### src/rtl/mem_port_arbiter.sv
// mem_port_arbiter: shares one single-ported memory between an instruction
// fetch port and a data port. Data normally wins arbitration; a pending
// fetch is forced through after STARVE_LIM consecutive data grants.
module mem_port_arbiter #(
  parameter int AW         = 32,
  parameter int DW         = 32,
  parameter int STARVE_LIM = 4
) (
  input  logic          clk,
  input  logic          reset,
  // fetch port
  input  logic          if_req,
  input  logic [AW-1:0] if_addr,
  output logic          if_ack,
  output logic [DW-1:0] if_rdata,
  // data port
  input  logic          dm_req,
  input  logic          dm_we,
  input  logic [AW-1:0] dm_addr,
  input  logic [DW-1:0] dm_wdata,
  output logic          dm_ack,
  output logic [DW-1:0] dm_rdata,
  // memory side
  output logic          mem_en,
  output logic          mem_we,
  output logic [AW-1:0] mem_addr,
  output logic [DW-1:0] mem_wdata,
  input  logic [DW-1:0] mem_rdata,
  input  logic          mem_ready,
  // stall indications
  output logic          if_stall,
  output logic          dm_stall
);

  typedef enum logic [1:0] {
    IDLE  = 2'd0,
    FETCH = 2'd1,
    DATA  = 2'd2
  } state_t;

  localparam logic [3:0] LIM = 4'(STARVE_LIM);

  state_t        state, next_state;
  logic          grant_fetch, grant_data;
  logic [3:0]    starve_cnt;
  logic [AW-1:0] addr_q;
  logic          we_q;
  logic [DW-1:0] wdata_q;

  // Arbitration and next-state decode; grants are only issued from IDLE,
  // which produces the one-cycle bubble between back-to-back accesses.
  always_comb begin
    // NOTE: every signal written here gets a default first so no latch is inferred.
    next_state  = state;
    grant_fetch = 1'b0;
    grant_data  = 1'b0;
    unique case (state)
      IDLE: begin
        if (dm_req && !(if_req && (starve_cnt == LIM))) begin
          grant_data = 1'b1;
          next_state = DATA;
        end else if (if_req) begin
          grant_fetch = 1'b1;
          next_state  = FETCH;
        end
      end
      FETCH, DATA: begin
        if (mem_ready) next_state = IDLE;
      end
      default: next_state = IDLE;
    endcase
  end

  // State register; reset aborts any in-flight access without an ack.
  always_ff @(posedge clk or negedge reset) begin
    // NOTE: sequential state uses non-blocking assignments so every register
    // sees the pre-edge value of every other register.
    if (!reset) state <= IDLE;
    else        state <= next_state;
  end

  // Latch the winner's request so the memory sees it stable for the whole access.
  always_ff @(posedge clk or negedge reset) begin
    if (!reset) begin
      addr_q  <= '0;
      we_q    <= 1'b0;
      wdata_q <= '0;
    end else if (grant_data) begin
      addr_q  <= dm_addr;
      we_q    <= dm_we;
      wdata_q <= dm_wdata;
    end else if (grant_fetch) begin
      addr_q  <= if_addr;
      we_q    <= 1'b0;
      wdata_q <= '0;
    end
  end

  // Count data grants that bypassed a waiting fetch; a fetch grant clears it.
  always_ff @(posedge clk or negedge reset) begin
    if (!reset) begin
      starve_cnt <= '0;
    end else if (grant_fetch) begin
      starve_cnt <= '0;
    end else if (grant_data && if_req && (starve_cnt != LIM)) begin
      starve_cnt <= starve_cnt + 4'd1;
    end
  end

  // Memory-side and requester-side outputs decode straight from the state,
  // so reset forces them inactive without waiting for a clock edge.
  always_comb begin
    mem_en    = (state != IDLE);
    mem_we    = (state == DATA) && we_q;
    mem_addr  = addr_q;
    mem_wdata = wdata_q;
    if_ack    = (state == FETCH) && mem_ready;
    dm_ack    = (state == DATA) && mem_ready;
    if_rdata  = if_ack ? mem_rdata : '0;
    dm_rdata  = dm_ack ? mem_rdata : '0;
    if_stall  = if_req && !if_ack;
    dm_stall  = dm_req && !dm_ack;
  end

endmodule

### config.mk
export PLATFORM = sky130hd
export DESIGN_NAME = mem_port_arbiter
export DESIGN_NICKNAME = d
export VERILOG_FILES = /design/src/rtl/mem_port_arbiter.sv
export SDC_FILE = /design/constraint.sdc
export NUM_CORES = 1
export LEC_CHECK = 0
export CAP_MARGIN = 10
export CORE_MARGIN = 2
export CORE_UTILIZATION = 33
export CTS_BUF_LIST = sky130_fd_sc_hd__clkbuf_2
export CTS_CLUSTER_SIZE = 14
export DETAILED_ROUTE_END_ITERATION = 7
export PLACE_DENSITY = 0.83
export SLEW_MARGIN = 20
export SYNTH_ARGS = -nofsm -noshare
export SYNTH_HDL_FRONTEND = slang
export SYNTH_SLANG_ARGS = --single-unit
### constraint.sdc
create_clock -name clk -period 1.74 [get_ports clk]
set_input_delay 0.261 -clock clk [delete_from_list [all_inputs] [get_ports clk]]
set_output_delay 0.261 -clock clk [all_outputs]
set_load 0.01 [all_outputs]
==> results_dict.tcl, run 1 <==
set metrics [dict create \
    wl_met1_microns 5460 \
    drv_cap 0 \
    cp.arrival_ns 1.77 \
    die_w_microns 111.6 \
    grtUsageTotal 0.2214 \
    criticalPathCategory "reg -> out" \
    finalCritPeriodShare 1.167 \
    p_total_mw 10.10 \
    synth_common_cells "dfrtp_1 (71), and3_1 (64), inv_1 (40)" \
    violations "negative setup slack" \
    reg2reg_depth 9 \
    regToRegStartpoint "state[0]$_DFFE_PN0P_" \
    dp_cells 785 \
    highest_layer "met4" \
    synth_ff_type "dfrtp_1" \
    synthToLayoutAreaGrowth_pct 89.82 \
    met3RoutedLength_microns 783 \
    num_io_pins 268 \
    rsz0062_at_grt "yes" \
    critPathRequiredTime_ns 1.48 \
    timing.fmax_mhz 492.3 \
    crit_path_end "if_rdata[17]" \
    layout-drive-gt1-share 0.3126 \
    peakVddDrop_v 0.0007652 \
    crit_start "state[0]$_DFFE_PN0P_" \
    startpoint_type "flop" \
    outcome "complete, but fails checks" \
    io_buffers 267 \
    cts_tree "done" \
    avgRoutedWirePerCell_microns 17.16 \
    synth_most_common_cell "dfrtp_1" \
    synth.top_cell.area_share 0.4650 \
    slew_viol_final 0 \
    grt_max_degree 72 \
    p_leak_nw 3.671 \
    gp_congestion 0.8243 \
    coreArea_sq_um 11370 \
    nNetsFinal 825 \
    grt_overflow 0 \
    setup_viol 70 \
    tightest_slew_ns 0.3799 \
    synth-warning-count 0 \
    nFillCells 888 \
    synthTopCellsByArea "dfrtp_1 (46%), and3_1 (10%), o211ai_2 (9.8%), a22o_1 (7.6%), o211ai_1 (6.7%)" \
    rr_endpoint "mem_wdata[28]$_DFFE_PN0P_" \
    antenna_found_initial 1 \
    synth_edf_count 0 \
    cts.sinks 71 \
    wl_microns 14330 \
    final_cells 835 \
    synthCells 383 \
    syn-cell-area_sq_um 3821 \
    cts_max_level 3 \
    clk_pin_slew_ns 0.23 \
    min_path_type "in -> async" \
    slew_headroom 0.7468 \
    yosysSeqAreaShare 0.4650 \
    dpl_worst_slack_ns -0.3036 \
    yosysTopAreaCell "dfrtp_1" \
    initial_core_util 0.3361 \
    die_h_microns 111.6 \
    detailroute.via_count 4233 \
    rrSetupSlack_ns 0.02 \
    viasPerCell 5.069 \
    fin_crit_ns 2.031 \
    synth_nets 522 \
    dp_hpwl_microns 10240 \
    ys_seq_elements 71 \
    grt_pass1_vias 4483 \
    powerDensity_nw_per_um2 1393 \
    numCtsBuffers 9 \
    drc 0 \
    cts_buffer_depth 2 \
    ys_types 29 \
    grt_first_pass_wirelength_microns 22160 \
    drt_iter0_drc 227 \
    ant_nets 0 \
    hold_viol 0 \
    cp-end-kind "output pin" \
    row_count 39 \
    critPathMaxFanout 10 \
    worst_slack_ns -0.2912 \
    drtPass1Iterations 4 \
    clk_latency_ns 0.55 \
    root_buffer "clkbuf_2" \
    routed-wl-met2_microns 7818 \
    syn_area_per_cell_sq_um 9.977 \
    design.die.area_sq_um 12460 \
    skew_ns 0.02714 \
    async_reset_ff_frac 1.000 \
]
[where the power goes]
group	switching [mW]	internal, mW	total, mW	leakage, nW
clock network	0.664	0.345	1.01	0.0691
logic	2.92	3.33	6.25	2.72
registers	0.416	2.43	2.84	0.879
[flip-flops by register name, indices dropped and copies added, names as in the netlist]
signal	count
mem_addr	32
we_q	1
mem_wdata	32
state	2
starve_cnt	4
[routing by layer]
layer / global-route usage / up-vias
li1: - / 1987
met1: 0.2447 / 2045
met2: 0.4171 / 180
met3: 0.04355 / 21
met4: 0.08477 / 0
met5: 0 / -
[how the worst min path moves through the flow]
stage	to	slack [ns]	depth (start not counted)
CTS	mem_addr[6]$_DFFE_PN0P_	0.21	3
global placement	mem_addr[25]$_DFFE_PN0P_	0.31	2
global route	mem_wdata[5]$_DFFE_PN0P_	0.19	3
floorplan	mem_addr[0]$_DFFE_PN0P_	-0.03	0
detailed placement	mem_addr[24]$_DFFE_PN0P_	0.32	2
finish	mem_wdata[11]$_DFFE_PN0P_	0.25	3
[kinds of logic after synthesis]
| family | Yosys count | synth area share |
|---|---|---|
| muxes | 1 | 0.002620 |
| DFF | 71 | 0.4650 |
| AOI/OAI and AO/OA | 108 | 0.2584 |
| buffers and inverters | 79 | 0.08775 |
| adders and majority gates | 5 | 0.01637 |
| and+or+nand+nor | 119 | 0.1699 |
[cell usage in the layout (no fill, tap or decap), drive strengths merged, types with 2 or more instances in the layout]
cell type      count
nand2             37
clkdlybuf4s15      4
o22ai              2
clkinvlp           2
clkinv             2
inv               42
and2               3
nand4              2
a21oi              2
clkbuf            11
buf              128
ha                 5
and3              64
nand3              2
nor2               3
dlygate4sd2       64
nand2b             2
a22o              33
o21ai              4
nor2b              3
dfrtp             71
o211ai            64
clkdlybuf4s50    132
[layout make-up]
type | instances | area [sq um] | area share
inverter | 40 | 152.6 | 0.02105
multi-input combinational | 233 | 1897 | 0.2615
clock buffer | 9 | 45.04 | 0.006210
antenna | 1 | 2.502 | 0.0003450
clock inverter | 7 | 80.08 | 0.01104
timing repair buffer | 331 | 3120 | 0.4302
tap | 143 | 178.9 | 0.02467
sequential | 71 | 1777 | 0.2450
[critical path: stages (launching register included)]
cell     delay [ns]
dfrtp_1        0.45
buf_6          0.13
ha_4           0.19
buf_8          0.15
and3_1         0.18
buf_2          0.14
[what timing repair did]
action	CTS	global route
gates resized for setup	374	49
setup endpoints to repair	200	119
gates cloned	2	2
hold endpoints to repair	71	0
pin swaps	8	21
hold buffers	1	0
setup buffers	21	9
[stage by stage]
step             util  TNS, ns  cell area, sq um  hold WS (ns)
6_report       0.6379   -16.79              7253        0.2459
5_1_grt        0.6379   -26.78              7253        0.1897
4_1_cts        0.6089   -21.38              6923        0.2053
3_5_place_dp   0.6026   -23.83              6852        0.3183
3_3_place_gp   0.6026   -21.00              6852        0.3124
2_1_floorplan       -        0              3821      -0.03459
(Power assumes the default switching activity.)
==> run 2, diff against run 1 <==
- CTS_BUF_LIST: sky130_fd_sc_hd__clkbuf_2 -> sky130_fd_sc_hd__clkbuf_8
- PLACE_DENSITY: 0.83 -> default
- PLACE_DENSITY_LB_ADDON: default -> 0.1
- REMOVE_ABC_BUFFERS: default -> 1
==> run 2 against run 1 <==
Net effect:
- critical path depth rose by 1
- worst hold slack improved by 0.078 ns
- die area did not move
- first-iteration DRC count fell by 0.44%
- the flow still finishes with violations (negative setup slack)
- largest power group unchanged
==> results_dict.tcl, run 2 (synthesis results as in run 1) <==
set metrics [dict create \
    wl_microns 14640 \
    die_h_microns 111.6 \
    rr_endpoint "mem_wdata[3]$_DFFE_PN0P_" \
    design.die.area_sq_um 12460 \
    n_antenna_cell 0 \
    drtPass1Iterations 4 \
    detailroute.via_count 4059 \
    powerDensity_nw_per_um2 1513 \
    highest_layer "met4" \
    cp.arrival_ns 1.60 \
    drt_iter0_drc 226 \
    rsz0062_at_grt "yes" \
    clk_latency_ns 0.36 \
    reg2reg_depth 7 \
    grt_max_degree 63 \
    startpoint_type "flop" \
    cts_max_level 3 \
    synthToLayoutAreaGrowth_pct 83.76 \
    p_switching_mw 3.980 \
    die_w_microns 111.6 \
    routed-wl-met2_microns 7235 \
    critical_path.cell_chain "buf_4 > ha_4 > buf_16 > and2_4 > nor2_2 > buf_2" \
    drv_cap 0 \
    hold_viol 0 \
    num_io_pins 268 \
    timing.fmax_mhz 536.0 \
    crit_path_max_incr_delay_ns 0.39 \
    finalCritPeriodShare 1.072 \
    grt_first_pass_wirelength_microns 22450 \
    clk_pin_slew_ns 0.08 \
    drc 0 \
    critPathSlowestCell "dfrtp_1" \
    mostFrequentLayoutCell "clkdlybuf4s50_1" \
    dp_cells 779 \
    critPathRequiredTime_ns 1.48 \
    nNetsFinal 797 \
    nFillCells 985 \
    dpl_worst_slack_ns -0.2788 \
    outcome "complete, but fails checks" \
    p_comb_frac 0.599 \
    viasPerCell 5.036 \
    worst_slack_ns -0.1257 \
    placed_cell_area_sq_um 6822 \
    crit_buf_inv 3 \
    critPathMaxFanout 8 \
    fin_util 0.6176 \
    slew_viol_final 0 \
    wl_met1_microns 6202 \
    setup_viol 69 \
    io_buffers 267 \
    grtUsageTotal 0.2249 \
    skew_ns 0.009125 \
    slew_headroom 0.7930 \
    grt_overflow 0 \
    fin_crit_ns 1.866 \
    violations "negative setup slack" \
    numCtsBuffers 9 \
    min_path_type "in -> async" \
    swShare 0.3746 \
    final_cells 806 \
    tightest_slew_ns 0.3092 \
    met3RoutedLength_microns 929 \
    regToRegStartpoint "starve_cnt[1]$_DFFE_PN0P_" \
    cp-end-kind "output pin" \
    crit_family "buffers and inverters" \
    gp_congestion 0.8258 \
    layout-drive-gt1-share 0.2534 \
    criticalPathCategory "reg -> out" \
    cts_buffer_depth 2 \
    grt_pass1_vias 4199 \
    avgRoutedWirePerCell_microns 18.17 \
    antenna_found_initial 0 \
    mostFrequentLayoutCells "clkdlybuf4s50_1 (196), dfrtp_1 (71), buf_2 (62)" \
    cts.sinks 71 \
    ant_nets 0 \
    coreArea_sq_um 11370 \
    peakVddDrop_v 0.0007558 \
    power.clock.fraction 0.130 \
    p_int_mw 6.644 \
    root_buffer "clkbuf_8" \
    dp_hpwl_microns 10340 \
    fin_area_sq_um 7022 \
    rrSetupSlack_ns 0 \
    tns_ns -3.543 \
    seqPwrFrac 0.271 \
    cts_tree "done" \
    row_count 39 \
    initial_core_util 0.3361 \
    p_leak_nw 3.476 \
]
[run 2: cell count changes in the layout (fill, tap and decap cells not counted), sizes merged]
cell           before  now
clkdlybuf4s15       4    0
clkbuf             11   13
buf               128  102
clkinvlp            2    1
diode               1    0
clkdlybuf4s50     132  196
dlygate4sd2        64    0
inv                42   43
[run 2: layout make-up]
| class | count | area [sq um] | share of cell area |
|---|---|---|---|
| multi-input cells | 233 | 1803 | 0.2568 |
| well taps | 143 | 178.9 | 0.02548 |
| inverters | 40 | 152.6 | 0.02174 |
| flip-flops and latches | 71 | 1777 | 0.2530 |
| clock inverters | 7 | 77.57 | 0.01105 |
| clock buffers | 9 | 123.9 | 0.01764 |
| repair buffers | 303 | 2909 | 0.4143 |
[run 2: worst max-delay path by stage]
stage,from,cells past startpoint,to,slack (ns)
2_1_floorplan,if_req,3,mem_addr[10]$_DFFE_PN0P_,-2.35
3_5_place_dp,mem_ready,4,if_rdata[13],-0.28
5_1_grt,state[0]$_DFFE_PN0P_,6,if_stall,-0.17
4_1_cts,state[0]$_DFFE_PN0P_,7,dm_rdata[29],-0.13
3_3_place_gp,mem_ready,4,if_rdata[10],-0.30
6_report,state[0]$_DFFE_PN0P_,6,if_stall,-0.13
[run 2: per-layer routing]
| metal | vias up | GRT usage |
|---|---|---|
| met5 | - | 0 |
| met4 | 0 | 0.07737 |
| met3 | 22 | 0.06151 |
| met2 | 165 | 0.3728 |
| met1 | 1944 | 0.2850 |
| li1 | 1928 | - |
[run 2: repair_timing]
| item | CTS | global route |
|---|---|---|
| hold endpoints to repair | 19 | 0 |
| setup endpoints to repair | 70 | 136 |
| cloned | 2 | 4 |
| resized for setup | 301 | 16 |
| pin swaps | 3 | 6 |
| hold buffers | 1 | 0 |
| setup buffers | 3 | 3 |
[run 2: worst reg2reg max path, delay by kind of cell (launching register included)]
| kind | cells | cell delay (ns) |
|---|---|---|
| buf+inv | 3 | 0.41 |
| fa+ha+maj | 1 | 0.19 |
| simple gates | 2 | 0.36 |
| flops | 1 | 0.42 |
| compound gates | 1 | 0.24 |
[run 2: metrics by stage]
stage / total power, mW / hold slack, ns
2_1_floorplan: 5.339 / -0.03459
3_3_place_gp: 8.723 / 0.1576
3_5_place_dp: 8.834 / 0.1617
4_1_cts: 10.41 / 0.3133
5_1_grt: 11.33 / 0.3156
6_report: 10.62 / 0.3241
[run 2: power by group through the flow]
stage | logic [mW] | clock network [mW] | registers (mW)
global placement | 5.86 | 0 | 2.87
global route | 6.83 | 1.52 | 2.98
finish | 6.37 | 1.38 | 2.88
detailed placement | 5.94 | 0 | 2.89
floorplan | 2.12 | 0 | 3.22
CTS | 6.11 | 1.42 | 2.88
